## config.mk

```make
export PLATFORM = sky130hd
export DESIGN_NAME = noekeon_iter_ctrl
export DESIGN_NICKNAME = d
export VERILOG_FILES = /design/src/rtl/noekeon_iter_ctrl.sv
export SDC_FILE = /design/constraint.sdc
export NUM_CORES = 1
export LEC_CHECK = 0
export ABC_AREA = 1
export BUFFER_PORTS_ARGS = -buffer_cell sky130_fd_sc_hd__buf_2
export CORE_AREA = 8 8 300 302
export DETAILED_ROUTE_END_ITERATION = 16
export DIE_AREA = 0 0 308 310
export GPL_ROUTABILITY_DRIVEN = 0
export PLACE_DENSITY_LB_ADDON = 0.1
export SKIP_LAST_GASP = 1
export SYNTH_ARGS = -nofsm -noshare
export SYNTH_HDL_FRONTEND = slang
export SYNTH_SLANG_ARGS = --single-unit
export TNS_END_PERCENT = 5
```

## constraint.sdc

```tcl
create_clock -name inClk -period 1.4 [get_ports inClk]
set_clock_uncertainty 0.1 [all_clocks]
set_input_delay 0.14 -clock inClk [delete_from_list [all_inputs] [get_ports inClk]]
set_output_delay 0.14 -clock inClk [all_outputs]
set_load 0.05 [all_outputs]
```

## src/rtl/noekeon_iter_ctrl.sv

```systemverilog
// Iterative Noekeon sequencer: holds state/key, walks the round-constant schedule through
// ROUNDS full rounds plus one last round on external datapaths, then hands off the result.
module noekeon_iter_ctrl #(
  parameter int unsigned ROUNDS      = 16,
  parameter logic [7:0]  RC_ENC_INIT = 8'h80,
  parameter logic [7:0]  RC_DEC_INIT = 8'hD4
) (
  input  logic         inClk,
  input  logic         inRstN,

  input  logic         inStart,
  input  logic         inDecipher,
  input  logic [127:0] inData,
  input  logic [127:0] inKey,
  output logic         outBusy,

  output logic [127:0] outRoundData,
  output logic [127:0] outRoundKey,
  output logic [7:0]   outRoundconst,
  output logic         outRoundDecipher,
  output logic         outRoundLast,
  input  logic [127:0] inRoundResult,

  output logic         outValid,
  output logic [127:0] outData,
  input  logic         inReady
);

  localparam int unsigned CntW = $clog2(ROUNDS + 1);
  localparam logic [CntW-1:0] CntLast = CntW'(ROUNDS);

  localparam logic [1:0] StIdle = 2'd0;
  localparam logic [1:0] StRun  = 2'd1;
  localparam logic [1:0] StDone = 2'd2;

  logic [1:0]      fsm_q, fsm_d;
  logic [127:0]    state_q, state_d;
  logic [127:0]    key_q, key_d;
  logic [7:0]      rc_q, rc_d;
  logic [CntW-1:0] cnt_q, cnt_d;
  logic            dir_q, dir_d;
  logic            last_round;

  // Forward LFSR step (multiply by x in GF(2^8) mod 0x11B).
  function automatic logic [7:0] rc_step_enc(input logic [7:0] rc);
    return {rc[6:0], 1'b0} ^ (rc[7] ? 8'h1B : 8'h00);
  endfunction

  // Exact inverse of rc_step_enc, so decryption walks the schedule backwards.
  function automatic logic [7:0] rc_step_dec(input logic [7:0] rc);
    return rc[0] ? (((rc ^ 8'h1B) >> 1) | 8'h80) : (rc >> 1);
  endfunction

  assign last_round = (fsm_q == StRun) && (cnt_q == CntLast);

  always_comb begin
    fsm_d   = fsm_q;
    state_d = state_q;
    key_d   = key_q;
    rc_d    = rc_q;
    cnt_d   = cnt_q;
    dir_d   = dir_q;
    case (fsm_q)
      StIdle: begin
        if (inStart) begin
          state_d = inData;
          key_d   = inKey;
          dir_d   = inDecipher;
          rc_d    = inDecipher ? RC_DEC_INIT : RC_ENC_INIT;
          cnt_d   = '0;
          fsm_d   = StRun;
        end
      end
      StRun: begin
        state_d = inRoundResult;
        rc_d    = dir_q ? rc_step_dec(rc_q) : rc_step_enc(rc_q);
        if (last_round) begin
          cnt_d = '0;
          fsm_d = StDone;
        end else begin
          cnt_d = cnt_q + CntW'(1);
        end
      end
      StDone: begin
        if (inReady) begin
          fsm_d = StIdle;
        end
      end
      default: begin
        fsm_d = StIdle;
      end
    endcase
  end

  always_ff @(posedge inClk or negedge inRstN) begin
    if (!inRstN) begin
      fsm_q   <= StIdle;
      state_q <= '0;
      key_q   <= '0;
      rc_q    <= '0;
      cnt_q   <= '0;
      dir_q   <= 1'b0;
    end else begin
      fsm_q   <= fsm_d;
      state_q <= state_d;
      key_q   <= key_d;
      rc_q    <= rc_d;
      cnt_q   <= cnt_d;
      dir_q   <= dir_d;
    end
  end

  assign outBusy          = (fsm_q == StRun) || (fsm_q == StDone);
  assign outRoundData     = state_q;
  assign outRoundKey      = key_q;
  assign outRoundconst    = (fsm_q == StRun) ? rc_q : 8'h00;
  assign outRoundDecipher = dir_q;
  assign outRoundLast     = last_round;
  assign outValid         = (fsm_q == StDone);
  assign outData          = (fsm_q == StDone) ? state_q : '0;

endmodule

```

Word level (Yosys, flattened, before mapping):

Index checks and enable logic that the tools add are counted.

* $add $sub $neg: 1
* equality and inequality tests: 6
* muxes and demuxes: 17
* bitwise logic cells: 2
* reduce and logical (&&, ||, !) cells: 7

Operators with widths (count)
* two-way mux 128 bit: 2
* one-hot mux 128 bit (2 select lines): 1
* two-way mux 8 bit: 4
* one-hot mux 8 bit (2 select lines): 1
* two-way mux 5 bit: 3
* one-hot mux 5 bit (2 select lines): 1
* bitwise XOR 8 x 5 -> 8 bit: 1
* two-way mux 7 bit: 1
* two-way mux 2 bit: 3
* one-hot mux 2 bit (3 select lines): 1
* adder 5 x 1 -> 5 bit, second input constant: 1
* == test 5 bit, second input constant: 1
* inequality test 2 bit, second input constant: 2
* NOT 4 bit: 1
* AND reduction 2 bit: 2
* AND reduction 3 bit: 1
* == test 2 x 1 -> 1 bit, second input constant: 1
* == test 2 bit, second input constant: 1
* logical NOT 2 bit: 1
* inequality test 2 x 1 -> 1 bit, second input constant: 1
* nonzero test 2 bit: 1
* logical AND 1 bit: 1
* logical OR 1 bit: 1

* flip-flop bits (word level): 272
* output and inout port bits: 396

Logic depth before layout (Yosys ltp):

Gate-level depths: netlist of run 1.

* word-level depth: 4
* gate-level depth with buffers: 9
* gate-level depth less buffers: 9

Worst setup path before layout of run 1:

OpenSTA, ideal clock, no wires.

* path kind: reg-to-output
* from: reg fsm_q[0]
* to: out outData[37]
* arrival: 1.920 ns
* required time: 1.160 ns
* path slack: -0.760 ns
* cell stages (with the launch flop): 7
* buffers on the path: 2
* cells stage by stage: dfrtp_1 > inv_1 > ha_1 > clkbuf_1 > clkbuf_1 > nand2_1 > inv_1

* longest elaborated chain between the ends: 2

RTL lines
* from (decl): RTL line 36 `logic [1:0] fsm_q, fsm_d;`
* from (signal assigned): RTL line 97 `fsm_q <= StIdle;`
* from (signal assigned): RTL line 104 `fsm_q <= fsm_d;`
* == test 2 bit
* net outValid: RTL line 24 `output logic outValid,`
* two-way mux 128 bit: RTL line 120 `assign outData = (fsm_q == StDone) ? state_q : '0;`
* to (decl): RTL line 25 `output logic [127:0] outData,`

The timed path passes the listed nets, and every way through them passes these cells.

Worst setup path in the final report of run 1:

* from: reg fsm_q[1]
* to: out outData[15]

* longest elaborated chain between the ends: 2

RTL lines (RTL line)
* == test 2 bit: 120
* two-way mux 128 bit: 120

Every way passes these cells.

==> results of run 1 <==
## worst max-delay path by stage
stage	cells after the start	end	start	slack, ps
2_1_floorplan	6	outData[107]	fsm_q[0]	-390
3_3_place_gp	9	outRoundData[3]	fsm_q[1]	-360
3_5_place_dp	9	outRoundData[127]	fsm_q[1]	-370
4_1_cts	7	outData[126]	fsm_q[1]	-890
5_1_grt	7	outData[15]	fsm_q[0]	-930
6_report	7	outData[15]	fsm_q[1]	-800
## flip-flops by register name, summed over array words and instances, names as in the netlist
name,cells
outRoundKey,128
fsm_q,2
cnt_q,5
rc_q,8
outRoundData,128
outRoundDecipher,1
## power groups by stage
stage	Sequential, mW	Combinational, mW	Clock, mW
2_1_floorplan	27.1	14.0	0
3_3_place_gp	15.4	39.5	0
3_5_place_dp	15.4	39.6	0
4_1_cts	15.4	40.8	10.1
5_1_grt	16.0	44.5	10.4
6_report	15.4	41.9	9.68
## layer usage
| layer | part of all wire [%] | routed length [µm] |
|---|---|---|
| met1 | 40 | 31300 |
| met2 | 51 | 39700 |
| met3 | 6.6 | 5180 |
| met5 | 0.069 | 54 |
| met4 | 2.6 | 2010 |
## what timing repair did
action / CTS / global route
pin swaps: 0 / 3
hold buffers: 388 / 0
setup buffers: 0 / 5
setup endpoints to repair: 668 / 681
hold endpoints to repair: 534 / 0
gates resized for setup: 56 / 218
cloned: 0 / 9
## logic make-up after synthesis
group	Yosys count	share of synthesized area [%]
flip-flops	272	54.2
adder cells (fa/ha/maj)	5	0.498
buffers and inverters	260	8.81
XOR/XNOR	3	0.209
AND/OR/NAND/NOR	961	28.9
AO/OA/AOI/OAI	152	7.38
## placed cells by master, fill, tap and decap left out, drive strengths merged
cell type and count:
clkbuf 89, clkinvlp 50, xor2 3, inv 110
buf 866, a21oi 10, diode 4, ha 5
dfrtp 272, dlygate4sd3 388, clkinv 8, nor2 138
nand3 9, o21bai 2, o22ai 1, nand2 812
a31oi 128, o21ai 11, nand4 2
## area by class of cell
cell class                      count  share of cell area, %
Timing Repair Buffer             1283                   39.5
Sequential cell                   272                   27.0
Multi-Input combinational cell   1121                   19.7
Tap cell                         1155                   5.74
Clock buffer                       60                   4.59
Inverter                          157                   3.11
Clock inverter                     11                  0.293
Antenna cell                        4                 0.0398
## worst max-delay path: stages, from the launching register on
cell	delay, ps
dfrtp_1	360
buf_6	110
ha_4	200
buf_12	200
clkbuf_16	190
nand2_1	70
inv_1	70
buf_4	200
==> impl_metrics.json, run 1 <==
{
  "status": "complete, but fails checks",
  "violations": "negative setup slack",
  "synth_area_leaders": "dfrtp_1 (54%), nand2_1 (24%), a31oi_1 (6.4%)",
  "drt_iter0_drc": 806,
  "seq_area_um2": 6810,
  "fin_crit_ps": 2200,
  "setup_ws_ps": -801,
  "multi_input_area_um2": 4960,
  "async_flop_share_pct": 100,
  "synth-seq-cells": 272,
  "cp-end-kind": "output pin",
  "coreArea_um2": 85700,
  "yosysWarnings": 0,
  "viasPerCell": 3.86,
  "p_leak_nw": 13.0,
  "switchingPower_mw": 37.7,
  "finalSetupTns_ps": -213770,
  "reg2reg_to": "outRoundData[22]",
  "overflow": 0,
  "synth_flop_cell": "dfrtp_1",
  "crit_required_ps": 1160,
  "synth_commonest_cells": "nand2_1 (811), dfrtp_1 (272), inv_1 (154)",
  "num_io_pins": 785,
  "drc": 0,
  "dp_hpwl_mm": 59.9,
  "p_comb_share_pct": 62.5,
  "vdd_drop_max_mv": 1.21,
  "final_nets": 3268,
  "htreeDepth": 2,
  "stdcell_count": 4063,
  "placed_area_um2": 19100,
  "synth_nets": 2047,
  "power_density_nw_per_um2": 2660,
  "crit_fanout": 8,
  "yosysUniqueCellTypes": 21,
  "die-area_um2": 95500,
  "whs_endpoint": "outRoundKey[43]",
  "clk_path_buf_depth": 3,
  "synth_edf_count": 0,
  "p_int_mw": 29.4,
  "rsz0062_at_grt": "yes",
  "initial_core_util_pct": 14.7,
  "min_from": "inStart",
  "antenna_found_initial": 8,
  "routed_wl_mm": 78.2,
  "grtUsageMet1_pct": 17.4,
  "syn2layout_area_growth_pct": 100,
  "min_path_type": "input pin to flip-flop",
  "hold_viol_final": 0,
  "num_rows": 108,
  "firstDrtPassIters": 5,
  "reg2reg_slack_ps": -420,
  "cts_tree": "yes",
  "cp.arrival_ps": 1960,
  "power_mw": 67.0,
  "final_core_util_pct": 29.4,
  "synth_top_area_share_pct": 54.2,
  "place_inst": 3586,
  "cts_buffers": 39,
  "grt_pass1_wl_mm": 110,
  "reg2reg_depth": 10,
  "seq_power_share_pct": 23.0,
  "path_clk_slew_ps": 60,
  "max_freq_ghz": 0.454,
  "swShare_pct": 56.2,
  "grt_use_met3_pct": 3.89,
  "drive_above_1_share_pct": 36.9,
  "yosysMostFrequentCell": "nand2_1",
  "grt.total_usage_pct": 15.1,
  "grt_start_max_net_pins": 57,
  "cts_num_sinks": 272,
  "p_clk_share_pct": 14.4,
  "yosysSeqAreaShare_pct": 54.2,
  "worstSetupStartpointType": "flip-flop",
  "fin_crit_sh_pct": 157,
  "syn_area_per_cell_um2": 7.60,
  "io_buffer_count": 784,
  "grt_pass1_vias": 17000,
  "holdPathStages": 5,
  "hold_slack_ps": 110,
  "crit_type": "flip-flop to output pin",
  "syn_inst": 1653,
  "final_antenna_net_count": 0,
  "syn_area_um2": 12600,
  "grt_use_met2_pct": 27.6,
  "dp_slack_ps": -370,
  "setup_viol": 659,
  "r2r_start": "fsm_q[0]",
  "die_h_um": 310,
  "cts_root_buffer": "clkbuf_16",
  "wire_per_inst_um": 19.2,
  "cap_violations": 0,
  "worst_pin_slew_ps": 1020,
  "yosys.area.top_type": "dfrtp_1",
  "max_slew_margin_pct": 32.0,
  "die_w_um": 308,
  "busiest_layer": "met2",
  "finalInstanceArea_um2": 25200,
  "num_vias": 15700,
  "clk_latency_ps": 540,
  "drv_slew": 0,
  "fillCellCount": 9389
}
Note: power is estimated with default switching activity, not from simulation.
==> run 2: changes to the inputs <==
--- a/config.mk
+++ b/config.mk
@@ -11,7 +11,9 @@
 export DETAILED_ROUTE_END_ITERATION = 16
 export DIE_AREA = 0 0 308 310
 export GPL_ROUTABILITY_DRIVEN = 0
+export GPL_TIMING_DRIVEN = 0
 export PLACE_DENSITY_LB_ADDON = 0.1
+export RECOVER_POWER = 50
 export SKIP_LAST_GASP = 1
 export SYNTH_ARGS = -nofsm -noshare
 export SYNTH_HDL_FRONTEND = slang
==> run 2 against run 1 <==
The flow finishes with violations (negative hold slack, max-capacitance violations, max-slew violations, negative setup slack). Utilization down 0.90 points. Clock power grew 2.6%. Sequential power about the same. Design area decreased by 3.1%. Largest cell class unchanged.
==> impl_metrics.json, run 2 (synthesis results as in run 1) <==
{
  "status": "complete, but fails checks",
  "violations": "negative hold slack, max-capacitance violations, max-slew violations, negative setup slack",
  "power_mw": 66.0,
  "cap_violations": 1,
  "viasPerCell": 3.88,
  "fin_crit_sh_pct": 164,
  "maxUsedRoutingLayer": "met5",
  "crit_fanout": 10,
  "vdd_drop_max_mv": 1.29,
  "setup_ws_ps": -901,
  "routed_wl_mm": 82.3,
  "min_path_type": "input pin to asynchronous set/reset pin",
  "seq_area_um2": 6810,
  "drive_above_1_share_pct": 35.9,
  "clk_path_buf_depth": 3,
  "grt_pass1_vias": 17300,
  "crit_required_ps": 1160,
  "p_leak_nw": 12.9,
  "wl_met1_mm": 32.7,
  "num_rows": 108,
  "hold_slack_ps": -132,
  "die_h_um": 310,
  "htreeDepth": 2,
  "layout_commonest_cell": "nand2_1",
  "cts_tree": "yes",
  "path_clk_slew_ps": 60,
  "final_antenna_net_count": 0,
  "dp_hpwl_mm": 64.6,
  "final_core_util_pct": 28.5,
  "num_vias": 15800,
  "wl_met2_mm": 41.5,
  "final_cell_mix": "nand2_1 (773), buf_2 (758), dlygate4sd3_1 (387)",
  "rsz0062_at_grt": "yes",
  "io_buffer_count": 784,
  "max_freq_ghz": 0.435,
  "antenna_found_initial": 9,
  "cts_buffers": 39,
  "crit_type": "flip-flop to output pin",
  "cp.arrival_ps": 2060,
  "fin_crit_ps": 2300,
  "max_slew_margin_pct": -2.21,
  "drt_iter0_drc": 721,
  "drv_slew": 93,
  "final_nets": 3274,
  "grt.total_usage_pct": 16.5,
  "wl_met3_mm": 5.75,
  "worstSetupStartpointType": "flip-flop",
  "drc": 0,
  "setup_viol": 627,
  "num_io_pins": 785,
  "multi_input_area_um2": 4920,
  "die-area_um2": 95500,
  "cts_hold_buf": 387,
  "wire_per_inst_um": 20.3,
  "cts_root_buffer": "clkbuf_16",
  "syn2layout_area_growth_pct": 94.4,
  "grt_pass1_wl_mm": 118,
  "fillCellCount": 9524,
  "power_density_nw_per_um2": 2710,
  "cp-end-kind": "output pin",
  "grt_start_max_net_pins": 98,
  "die_w_um": 308,
  "coreArea_um2": 85700,
  "overflow": 0,
  "cts_num_sinks": 272,
  "worst_pin_slew_ps": 1530,
  "clk_latency_ps": 550,
  "initial_core_util_pct": 14.7,
  "firstDrtPassIters": 5,
  "reg2reg_depth": 7,
  "hold_viol_final": 92
}
## run 2: worst paths after layout
| kind | from | end | slack (ps) |
|---|---|---|---|
| min reg2reg | outRoundKey[42] | outRoundKey[42] | 370 |
| max in group asynchronous | inRstN | outRoundKey[14] | 30 |
| max reg2reg | fsm_q[1] | outRoundKey[110] | -710 |
| max | fsm_q[0] | outData[45] | -900 |
| min in group inClk | inStart | outRoundKey[3] | 210 |
| min | inRstN | outRoundData[23] | -130 |
## run 2: worst max-delay path, stage by stage, from the launching register on
cell and delay, ps:
dfrtp_1 400, inv_2 90, ha_4 180, clkbuf_16 200, clkbuf_16 220, nand2_4 60
clkinvlp_4 60, buf_2 250
## run 2: per-stage QoR
stage	area, µm²	cells	setup TNS, ps	worst slack (ps)
after floorplan	12900	1653	-73040	-394
after global placement	18300	3592	-1954200	-6040
after detailed placement	18400	3594	-342440	-1390
after CTS	24300	4058	-331300	-970
after global routing	24400	4061	-389520	-1010
final	24400	4064	-276580	-901
## run 2: metal layers
layer / GRT usage (%) / vias up
li1: - / 7535
met1: 18.9 / 7566
met2: 29.8 / 559
met3: 4.44 / 96
met4: 4.70 / 6
met5: 0 / -
## run 2: what timing repair did
item                                    4_1_cts  5_1_grt
pin swaps                                     3        0
hold endpoints to repair                    355       92
cloned                                        2        0
resized for setup                           186       45
endpoints found under the setup margin      668      668
buffers inserted                             13        0
## run 2: layout make-up
type	count	share of cell area, %
Timing Repair Buffer	1188	34.5
Sequential cell	272	27.9
Multi-Input combinational cell	1121	20.2
Tap cell	1155	5.92
Clock buffer	54	4.65
Inverter	157	3.24
Buffer	101	3.12
Clock inverter	10	0.487
Antenna cell	6	0.0615
## run 2: power breakdown
| group | internal (mW) | switching [mW] | total [mW] |
|---|---|---|---|
| Sequential | 11.8 | 3.43 | 15.2 |
| Combinational | 10.2 | 30.6 | 40.9 |
| Clock | 5.99 | 3.95 | 9.93 |
==> run 3: changes to the inputs <==
--- a/config.mk
+++ b/config.mk
@@ -7,11 +7,14 @@
 export LEC_CHECK = 0
 export ABC_AREA = 1
 export BUFFER_PORTS_ARGS = -buffer_cell sky130_fd_sc_hd__buf_2
-export CORE_AREA = 8 8 300 302
+export CELL_PAD_IN_SITES_DETAIL_PLACEMENT = 1
+export CELL_PAD_IN_SITES_GLOBAL_PLACEMENT = 1
+export CORE_AREA = 8 8 296 298
 export DETAILED_ROUTE_END_ITERATION = 16
-export DIE_AREA = 0 0 308 310
+export DIE_AREA = 0 0 304 306
 export GPL_ROUTABILITY_DRIVEN = 0
 export GPL_TIMING_DRIVEN = 0
+export MAX_ROUTING_LAYER = met4
 export PLACE_DENSITY_LB_ADDON = 0.1
 export RECOVER_POWER = 50
 export SKIP_LAST_GASP = 1
==> constraint.sdc (replaced) <==
create_clock -name inClk -period 2.7 [get_ports inClk]
set_clock_uncertainty 0.1 [all_clocks]
set_input_delay 0.27 -clock inClk [delete_from_list [all_inputs] [get_ports inClk]]
set_output_delay 0.27 -clock inClk [all_outputs]
set_load 0.05 [all_outputs]
==> run 3 against run 2 <==
The run ends with max-slew violations left. Worst setup slack improved by 1000 ps. Wire length decreased by 2.7%. Combinational power decreased by 53%. Global-route usage increased by 0.71 points. Critical path depth unchanged. Worst hold slack improved by 480 ps. Register-to-register slack improved by 990 ps. Clock power decreased by 49%. Final cell count decreased by 2.0%. Critical path type unchanged.
==> impl_metrics.json, run 3 (synthesis results as in run 1) <==
{
  "final_antenna_net_count": 0,
  "drive_above_1_share_pct": 25.2,
  "r2r_start": "fsm_q[1]",
  "rsz0062_at_grt": "yes",
  "max_slew_margin_pct": -0.765,
  "path_cells": "inv_1, ha_2, clkbuf_16, clkbuf_4, nand2_1, inv_1, buf_2",
  "vdd_drop_max_mv": 0.581,
  "io_buffer_count": 784,
  "p_clk_share_pct": 15.8,
  "swShare_pct": 59.2,
  "drv_slew": 38,
  "critPathSlowestCell": "dfrtp_1",
  "critPathCapture": "outData[46]",
  "viasPerCell": 3.93,
  "fin_crit_sh_pct": 95.8,
  "grt_pass1_wl_mm": 119,
  "seq_power_share_pct": 24.1,
  "cts_tree": "yes",
  "layout_commonest_cell": "nand2_1",
  "final_nets": 3262,
  "coreArea_um2": 82900,
  "min_path_type": "input pin to flip-flop",
  "grt_pass1_vias": 17700,
  "htreeDepth": 2,
  "num_rows": 106,
  "switchingPower_mw": 19.1,
  "fin_crit_ps": 2590,
  "critical_path.most_common_cell": "inv_1",
  "final_core_util_pct": 27.6,
  "setup_ws_ps": 113,
  "clk_path_buf_depth": 3,
  "cts_num_sinks": 272,
  "crit_type": "flip-flop to output pin",
  "firstDrtPassIters": 4,
  "reg2reg_to": "outRoundData[16]",
  "p_int_mw": 13.2,
  "drc": 0,
  "cp.arrival_ps": 2220,
  "initial_core_util_pct": 15.1,
  "clk_latency_ps": 550,
  "crit_family": "buffers and inverters",
  "overflow": 0,
  "grt_start_max_net_pins": 96,
  "power_density_nw_per_um2": 1410,
  "hold_viol_final": 0,
  "fillCellCount": 10300,
  "num_io_pins": 785,
  "dp_slack_ps": -481,
  "reg2reg_slack_ps": 280,
  "cts_buffers": 40,
  "dp_hpwl_mm": 63.0,
  "holdPathStages": 4,
  "post-cts-setup-buffers": 0,
  "status": "complete, but fails checks",
  "grt.total_usage_pct": 17.2,
  "p_leak_nw": 12.3,
  "crit_required_ps": 2330,
  "max_freq_ghz": 0.387,
  "die_w_um": 304,
  "reg2reg_depth": 8,
  "slowest_delay_ps": 410,
  "violations": "max-slew violations",
  "routed_wl_mm": 80.1,
  "num_vias": 15700,
  "wire_per_inst_um": 20.1,
  "power_mw": 32.3,
  "die_h_um": 306,
  "syn2layout_area_growth_pct": 82.1,
  "cts_root_buffer": "clkbuf_16",
  "path_buf_inv": 5,
  "cp.depth": 7,
  "drt_iter0_drc": 641,
  "worstSetupStartpointType": "flip-flop",
  "p_comb_share_pct": 60.0,
  "die-area_um2": 93000,
  "worst_pin_slew_ps": 1510,
  "antenna_found_initial": 11,
  "final_cell_mix": "nand2_1 (811), buf_2 (631), dlygate4sd3_1 (388)",
  "cap_violations": 0,
  "cp-end-kind": "output pin",
  "path_clk_slew_ps": 60,
  "crit_fanout": 10,
  "startpoint": "fsm_q[0]",
  "setup_viol": 0
}
run 3: cell types whose count changed in the layout (fill, tap and decap cells not counted), sizes merged:
cell and delta:
buf -210, inv +51, bufinv -2, diode +3, clkbuf +203, dlygate4sd3 +1, clkinvlp -49, clkinv -4
run 3: worst min-delay path by stage:
stage / startpoint / to / slack [ps]
2_1_floorplan: inRstN / cnt_q[0] / -130
5_1_grt: inKey[60] / outRoundKey[60] / 330
3_5_place_dp: inRstN / outRoundData[102] / 280
3_3_place_gp: outRoundKey[18] / outRoundKey[18] / 360
4_1_cts: inRstN / fsm_q[0] / 250
6_report: inKey[72] / outRoundKey[72] / 350
run 3: metal layers:
metal	share of wire [%]	wire length [µm]	vias to the layer above	track usage, %
li1	-	-	7499	-
met1	40	31800	7603	18.9
met2	53	42500	430	31.5
met3	3.9	3140	119	2.92
met4	3.4	2710	0	5.39
met5	0	0	-	-
run 3: worst min-delay path, cell delays in order:
cell	delay [ps]
dlygate4sd3_1	520
buf_2	90
nand2_1	40
nand2_1	50
run 3: power groups by stage:
stage / sequential [mW] / clock, mW / combinational, mW
after floorplan: 14.0 / 0 / 6.91
after global placement: 7.78 / 0 / 19.4
after detailed placement: 7.82 / 0 / 19.6
after CTS: 7.80 / 5.39 / 20.2
after global routing: 8.08 / 5.51 / 20.8
final: 7.79 / 5.11 / 19.4
run 3: repair_timing:
item,4_1_cts,5_1_grt
endpoints found under the setup margin,129,80
hold buffers,388,0
gates cloned,0,0
pin swaps,0,0
gates resized for setup,13,25
hold endpoints to repair,347,0
run 3: through the flow:
step,TNS (ps),hold slack (ps),instance area [µm²],std cells
2_1_floorplan,0,-126,12600,1653
5_1_grt,-416,332,22900,3981
6_report,0,351,22900,3982
3_3_place_gp,-1347080,358,17800,3517
4_1_cts,-3630,249,23100,3973
3_5_place_dp,-21190,283,17900,3519
run 3: cell type report:
class                   count  area, µm²  share of cell area, %
clock inverters             6       40.0                  0.175
repair buffers           1174       7640                   33.4
diodes                      9       22.5                 0.0985
multi-input cells        1121       4640                   20.3
plain buffers             102        566                   2.47
inverters                 157        589                   2.58
well taps                1080       1350                   5.91
clock buffers              61       1200                   5.25
flip-flops and latches    272       6810                   29.8
